==> config.mk <==
export PLATFORM = sky130hd
export DESIGN_NAME = alu_share_arbiter_flat
export DESIGN_NICKNAME = d
export VERILOG_FILES = /design/src/rtl/alu_share_if.sv /design/src/rtl/alu_share_arbiter.sv /design/src/flat_wrapper.sv
export SDC_FILE = /design/constraint.sdc
export NUM_CORES = 1
export LEC_CHECK = 0
export BUFFER_PORTS_ARGS = -buffer_cell sky130_fd_sc_hd__buf_2
export CORE_AREA = 10 10 153 155
export DETAILED_ROUTE_END_ITERATION = 6
export DIE_AREA = 0 0 163 165
export HOLD_SLACK_MARGIN = 0.1
export PLACE_DENSITY = 0.7
export SLEW_MARGIN = 20
export SYNTH_ARGS = -nofsm -noshare
export SYNTH_HDL_FRONTEND = slang
export SYNTH_SLANG_ARGS = --single-unit
export TNS_END_PERCENT = 1
==> constraint.sdc <==
create_clock -name clk -period 5.3 [get_ports clk]
set_input_delay 0.53 -clock clk [delete_from_list [all_inputs] [get_ports clk]]
set_output_delay 0.53 -clock clk [all_outputs]
set_load 0.1 [all_outputs]
==> src/rtl/alu_share_if.sv <==
// Requester/ALU-side bundle for the shared-ALU arbiter.
// The master is the requesters plus ALU datapath; the slave is the arbiter.
interface alu_share_if #(
  parameter int WIDTH = 32,
  parameter int OPW   = 3
);
  logic [3:0]         req;
  logic [4*WIDTH-1:0] a_in;
  logic [4*WIDTH-1:0] b_in;
  logic [4*OPW-1:0]   op_in;
  logic [WIDTH-1:0]   alu_result;
  logic [3:0]         grant;
  logic [1:0]         sel;
  logic [WIDTH-1:0]   alu_a;
  logic [WIDTH-1:0]   alu_b;
  logic [OPW-1:0]     alu_op;
  logic               alu_start;
  logic [WIDTH-1:0]   result;
  logic [3:0]         done;
  logic               busy;

  modport master (
    output req, a_in, b_in, op_in, alu_result,
    input  grant, sel, alu_a, alu_b, alu_op, alu_start, result, done, busy
  );

  modport slave (
    input  req, a_in, b_in, op_in, alu_result,
    output grant, sel, alu_a, alu_b, alu_op, alu_start, result, done, busy
  );
endinterface

==> src/rtl/alu_share_arbiter.sv <==
// Round-robin sharing of one ALU among four requesters: latch operands on grant,
// pulse start, wait ALU_LAT cycles, capture the result and pulse done.
module alu_share_arbiter #(
  parameter int WIDTH   = 32,
  parameter int OPW     = 3,
  parameter int ALU_LAT = 1   // must be >= 1
) (
  input  logic         clk,
  input  logic         rst_n,
  alu_share_if.slave   bus
);
  localparam logic [1:0] S_IDLE  = 2'd0;
  localparam logic [1:0] S_ISSUE = 2'd1;
  localparam logic [1:0] S_WAIT  = 2'd2;
  localparam logic [1:0] S_DONE  = 2'd3;
  localparam int CW = (ALU_LAT > 1) ? $clog2(ALU_LAT) : 1;

  logic [1:0]       r_state;
  logic [1:0]       r_ptr;
  logic [CW-1:0]    r_cnt;
  logic [3:0]       r_grant;
  logic [1:0]       r_sel;
  logic [WIDTH-1:0] r_alu_a;
  logic [WIDTH-1:0] r_alu_b;
  logic [OPW-1:0]   r_alu_op;
  logic             r_start;
  logic [WIDTH-1:0] r_result;
  logic [3:0]       r_done;
  logic             r_busy;

  logic [3:0] w_rot;
  logic [1:0] w_off;
  logic [1:0] w_idx;
  logic       w_any;

  // Rotate requests so bit 0 is the pointer slot; lowest set bit wins.
  always_comb begin
    w_rot = '0;
    for (int k = 0; k < 4; k++) w_rot[k] = bus.req[r_ptr + 2'(k)];
  end

  always_comb begin
    w_off = 2'd0;
    for (int k = 3; k >= 0; k--) if (w_rot[k]) w_off = 2'(k);
  end

  assign w_idx = r_ptr + w_off;
  assign w_any = |bus.req;

  always_ff @(posedge clk) begin
    if (!rst_n) begin
      r_state  <= S_IDLE;
      r_ptr    <= '0;
      r_cnt    <= '0;
      r_grant  <= '0;
      r_sel    <= '0;
      r_alu_a  <= '0;
      r_alu_b  <= '0;
      r_alu_op <= '0;
      r_start  <= 1'b0;
      r_result <= '0;
      r_done   <= '0;
      r_busy   <= 1'b0;
    end else begin
      case (r_state)
        S_IDLE: if (w_any) begin
          r_grant  <= 4'b0001 << w_idx;
          r_sel    <= w_idx;
          r_alu_a  <= bus.a_in[w_idx*WIDTH +: WIDTH];
          r_alu_b  <= bus.b_in[w_idx*WIDTH +: WIDTH];
          r_alu_op <= bus.op_in[w_idx*OPW +: OPW];
          r_start  <= 1'b1;
          r_busy   <= 1'b1;
          r_state  <= S_ISSUE;
        end
        S_ISSUE: begin
          r_start <= 1'b0;
          r_cnt   <= CW'(ALU_LAT - 1);
          r_state <= S_WAIT;
        end
        S_WAIT: begin
          if (r_cnt == '0) begin
            r_result <= bus.alu_result;
            r_done   <= r_grant;
            r_state  <= S_DONE;
          end else begin
            r_cnt <= r_cnt - CW'(1);
          end
        end
        S_DONE: begin
          r_done  <= '0;
          r_grant <= '0;
          r_busy  <= 1'b0;
          r_ptr   <= r_sel + 2'd1;
          r_state <= S_IDLE;
        end
        default: r_state <= S_IDLE;
      endcase
    end
  end

  assign bus.grant     = r_grant;
  assign bus.sel       = r_sel;
  assign bus.alu_a     = r_alu_a;
  assign bus.alu_b     = r_alu_b;
  assign bus.alu_op    = r_alu_op;
  assign bus.alu_start = r_start;
  assign bus.result    = r_result;
  assign bus.done      = r_done;
  assign bus.busy      = r_busy;
endmodule

==> src/flat_wrapper.sv <==
// flat-port wrapper written by rule: the top's interface ports become plain ports
module alu_share_arbiter_flat 
#(
  parameter int WIDTH   = 32,
  parameter int OPW     = 3,
  parameter int ALU_LAT = 1                  
)
  (clk, rst_n, bus_req, bus_a_in, bus_b_in, bus_op_in, bus_alu_result, bus_grant, bus_sel, bus_alu_a, bus_alu_b, bus_alu_op, bus_alu_start, bus_result, bus_done, bus_busy);
  alu_share_if #(.WIDTH(WIDTH), .OPW(OPW)) bus_i ();
  input  logic clk;
  input  logic rst_n;
  input wire logic [$bits(bus_i.req)-1:0] bus_req;
  input wire logic [$bits(bus_i.a_in)-1:0] bus_a_in;
  input wire logic [$bits(bus_i.b_in)-1:0] bus_b_in;
  input wire logic [$bits(bus_i.op_in)-1:0] bus_op_in;
  input wire logic [$bits(bus_i.alu_result)-1:0] bus_alu_result;
  output wire logic [$bits(bus_i.grant)-1:0] bus_grant;
  output wire logic [$bits(bus_i.sel)-1:0] bus_sel;
  output wire logic [$bits(bus_i.alu_a)-1:0] bus_alu_a;
  output wire logic [$bits(bus_i.alu_b)-1:0] bus_alu_b;
  output wire logic [$bits(bus_i.alu_op)-1:0] bus_alu_op;
  output wire logic [$bits(bus_i.alu_start)-1:0] bus_alu_start;
  output wire logic [$bits(bus_i.result)-1:0] bus_result;
  output wire logic [$bits(bus_i.done)-1:0] bus_done;
  output wire logic [$bits(bus_i.busy)-1:0] bus_busy;
  assign bus_i.req = bus_req;
  assign bus_i.a_in = bus_a_in;
  assign bus_i.b_in = bus_b_in;
  assign bus_i.op_in = bus_op_in;
  assign bus_i.alu_result = bus_alu_result;
  assign bus_grant = bus_i.grant;
  assign bus_sel = bus_i.sel;
  assign bus_alu_a = bus_i.alu_a;
  assign bus_alu_b = bus_i.alu_b;
  assign bus_alu_op = bus_i.alu_op;
  assign bus_alu_start = bus_i.alu_start;
  assign bus_result = bus_i.result;
  assign bus_done = bus_i.done;
  assign bus_busy = bus_i.busy;
  alu_share_arbiter #(.WIDTH(WIDTH), .OPW(OPW), .ALU_LAT(ALU_LAT)) u_core (.clk(clk), .rst_n(rst_n), .bus(bus_i));
endmodule
==> flow_metrics.py <==
metrics = {
    "grt": {
        "grt_start_max_net_pins": 74,
        "grt_use_total_pct": 19.8,
        "antenna_found_initial": 0,
        "grt_pass1_wl_um": 43300,
        "grt_pass1_vias": 8072,
        "grt-ovfl-total": 0,
    },
    "clocking": {
        "cts_tree": "built",
        "post_cts_buffers": 0,
        "cts_buffers": 17,
        "cts_buffer_depth": 2,
        "path_clk_slew_ps": 60,
        "htreeDepth": 4,
        "cts_resized": 0,
        "worstSkewPairLatency_ps": 410,
        "cts_hold_buf": 0,
        "cts_root_buffer": "clkbuf_16",
        "cts_sinks": 115,
    },
    "floorplanning": {
        "num_rows": 52,
        "initial_core_util_pct": 38.2,
        "io_pins": 417,
        "core-area_um2": 20200,
        "die_w_um": 163,
        "fp.dieH_um": 165,
        "die_area_um2": 26900,
    },
    "timing": {
        "setup_violations": 0,
        "clock_skew_ps": 8.03,
        "period_needed_ps": 3350,
        "slew_violations": 0,
        "tightestPinTransition_ps": 1030,
        "finalSetupTns_ps": 0,
        "post-route-period-util_pct": 63.2,
        "slew_headroom_pct": 31.2,
        "hold_viol_final": 0,
        "fmax_mhz": 298,
        "grt_setup_unrepaired": "no",
    },
    "critical_path": {
        "crit_arrival_ps": 3620,
        "r2r_end": "u_core.bus.alu_b[26]",
        "required_ps": 5560,
        "startpoint_type": "register",
        "critPathCaptureType": "register",
        "r2r_cells": 9,
        "rrSetupSlack_ps": 1950,
        "r2r_start": "u_core.r_ptr[0]",
        "path_class": "reg -> reg",
        "path_max_fanout": 55,
    },
    "layout": {
        "nets": 1488,
        "drive_above_1_share_pct": 40.0,
        "multi_input_area_um2": 5070,
        "fin_util_pct": 52.0,
        "fillers": 1884,
        "stdcell_count": 1458,
        "antenna_cells": 0,
        "seq_area_um2": 2300,
        "syn_to_final_growth_pct": 36.3,
    },
    "routing": {
        "drc": 0,
        "dr.pass1.iters": 4,
        "wl_um": 27800,
        "vias_per_cell": 5.21,
        "met2_wirelength_um": 13900,
        "highest_layer": "met4",
        "first_iter_violations": 348,
        "vias": 7593,
        "dr_wl_met3_um": 2370,
        "routedWlPerCell_um": 19.1,
        "drt-met1-wl_um": 11000,
        "ant_nets": 0,
    },
    "placement": {
        "dpl.hpwl_um": 21300,
        "place_inst": 1426,
        "io_buffer_count": 416,
        "gp_congestion": 0.916,
    },
    "pwr": {
        "p_seq_share_pct": 19.5,
        "p_leak_nw": 5.15,
        "p_clk_share_pct": 16.4,
        "intPower_w": 0.00282,
        "swShare_pct": 57.5,
        "ir_worst_vdd_v": 0.000419,
        "p_per_area_nw_per_um2": 633,
        "p_comb_share_pct": 64.1,
        "switching_power_w": 0.00382,
    },
    "min_path": {
        "hold_path.class": "in -> reg",
        "min_path_cells": 3,
        "min-delay-start": "bus_alu_result[11]",
        "min_to": "u_core.bus.result[11]",
    },
    "logic_synthesis": {
        "yosysWarnings": 0,
        "synth_nets": 1118,
        "syn_avg_cell_area_um2": 9.57,
        "ys_seq_area_share_pct": 29.9,
        "synth_cell_types": 37,
        "syn_inst": 805,
        "syn_area_um2": 7700,
        "ys_ff_latch": 115,
    },
    "run_status": {
        "status": "completed",
    },
    "run": {
        "maxCapViolCount": 0,
    },
}
[cells by family (layout without fill, tap and decap cells)]
kind of cell             after synthesis  count (layout)  share of synthesized area (%)
AO/OA/AOI/OAI                        158             158                           13.7
XOR/XNOR                               5               5                          0.666
adder cells (fa/ha/maj)                7               7                           1.14
buffers and inverters                 83             466                           5.05
flip-flops                           115             115                           29.9
multiplexers                         301             301                           40.2
AND/OR/NAND/NOR                      136             136                           9.34
[through the flow]
step	hold WS (ps)	power, W	area, um^2	setup slack (ps)
2_1_floorplan	485	0.00473	7700	2480
3_3_place_gp	455	0.00553	9920	1890
3_5_place_dp	461	0.00557	9920	1830
4_1_cts	361	0.00669	10500	1940
5_1_grt	376	0.00697	10500	1670
6_report	385	0.00664	10500	1950
[power by group through the flow]
stage	registers [W]	clock network [W]	logic, W
CTS	0.00129	0.00112	0.00428
finish	0.00129	0.00109	0.00425
detailed placement	0.00130	0	0.00427
global placement	0.00130	0	0.00423
global route	0.00133	0.00115	0.00448
floorplan	0.00320	0	0.00153
[worst max-delay path by stage]
stage                     from                   end  slack [ps]  depth (start not counted)
4_1_cts        u_core.r_ptr[0]  u_core.bus.alu_a[22]        1940                          9
3_3_place_gp        bus_req[3]  u_core.bus.alu_b[12]        1890                         10
3_5_place_dp        bus_req[3]  u_core.bus.alu_a[22]        1830                         10
2_1_floorplan       bus_req[0]   u_core.bus.alu_a[0]        2480                         10
5_1_grt        u_core.r_ptr[0]   u_core.bus.alu_a[3]        1670                          9
6_report       u_core.r_ptr[0]  u_core.bus.alu_b[26]        1950                          9
[cell usage in the layout, fill, tap and decap left out, types with 3 or more instances in the layout]
| cell | instances |
|---|---|
| a211oi_1 | 63 |
| buf_2 | 416 |
| nand2_1 | 10 |
| nor2b_1 | 33 |
| nand3_1 | 4 |
| clkinv_4 | 3 |
| nor3_1 | 68 |
| inv_1 | 5 |
| inv_6 | 3 |
| o21ai_0 | 71 |
| buf_4 | 11 |
| dfxtp_1 | 115 |
| clkbuf_16 | 17 |
| clkinvlp_4 | 4 |
| nand2b_1 | 3 |
| a211oi_2 | 3 |
| o211a_1 | 3 |
| ha_1 | 5 |
| mux2i_1 | 235 |
| mux2_1 | 66 |
| clkinv_2 | 4 |
| nor2_1 | 11 |
[Yosys cell counts]
master	count	area share [%]
a2111oi_2	1	0.19
a211oi_1	63	6.1
a211oi_2	3	0.49
a21boi_0	2	0.19
a21boi_1	1	0.098
a21oi_1	2	0.13
a22o_1	2	0.23
a311oi_1	2	0.23
a32oi_2	1	0.21
and2_1	2	0.16
buf_1	4	0.19
buf_2	20	1.3
buf_6	7	1.0
clkbuf_1	47	2.3
dfxtp_1	115	30
ha_1	7	1.1
inv_1	5	0.24
mux2_1	66	9.7
mux2i_1	235	31
nand2_1	10	0.49
nand2b_1	4	0.32
nand3_1	4	0.26
nor2_1	13	0.63
nor2b_1	33	2.7
nor3_1	68	4.4
nor4_4	1	0.28
o211a_1	3	0.39
o211ai_1	2	0.19
o21ai_0	71	4.6
o21ai_1	2	0.13
o311a_1	1	0.13
o32ai_1	1	0.11
o32ai_2	1	0.21
or4_1	1	0.098
xnor2_1	3	0.34
xnor2_2	1	0.21
xor2_1	1	0.11
[registers in the layout, indices dropped and copies added, names as in the netlist]
signal                cells
u_core.bus.sel            2
u_core.r_state            2
u_core.bus.alu_start      1
u_core.bus.alu_op         3
u_core.bus.busy           1
u_core.bus.done           4
u_core.r_ptr              2
u_core.bus.grant          4
u_core.bus.alu_a         32
u_core.bus.result        32
u_core.bus.alu_b         32
[area by class of cell]
type,count,share of cell area [%]
tap,270,3.22
clock inverter,15,1.26
timing repair buffer,429,21.0
clock buffer,17,4.05
inverter,5,0.179
multi-input combinational,607,48.3
sequential,115,21.9
[routing by layer]
layer,up-vias,global-route usage (%)
met5,-,0
met4,0,5.70
met3,32,7.12
met2,267,34.8
met1,3539,21.9
li1,3755,-
[critical path, cell delays in order, from the launching register on]
cell and delay [ps]:
dfxtp_1 630, nor3_1 120, a311oi_1 260, o211ai_1 180, ha_4 960, buf_12 340, mux2i_1 320, mux2i_1 110
nor3_1 160, a211oi_1 70
Note: power is estimated with default switching activity, not from simulation.
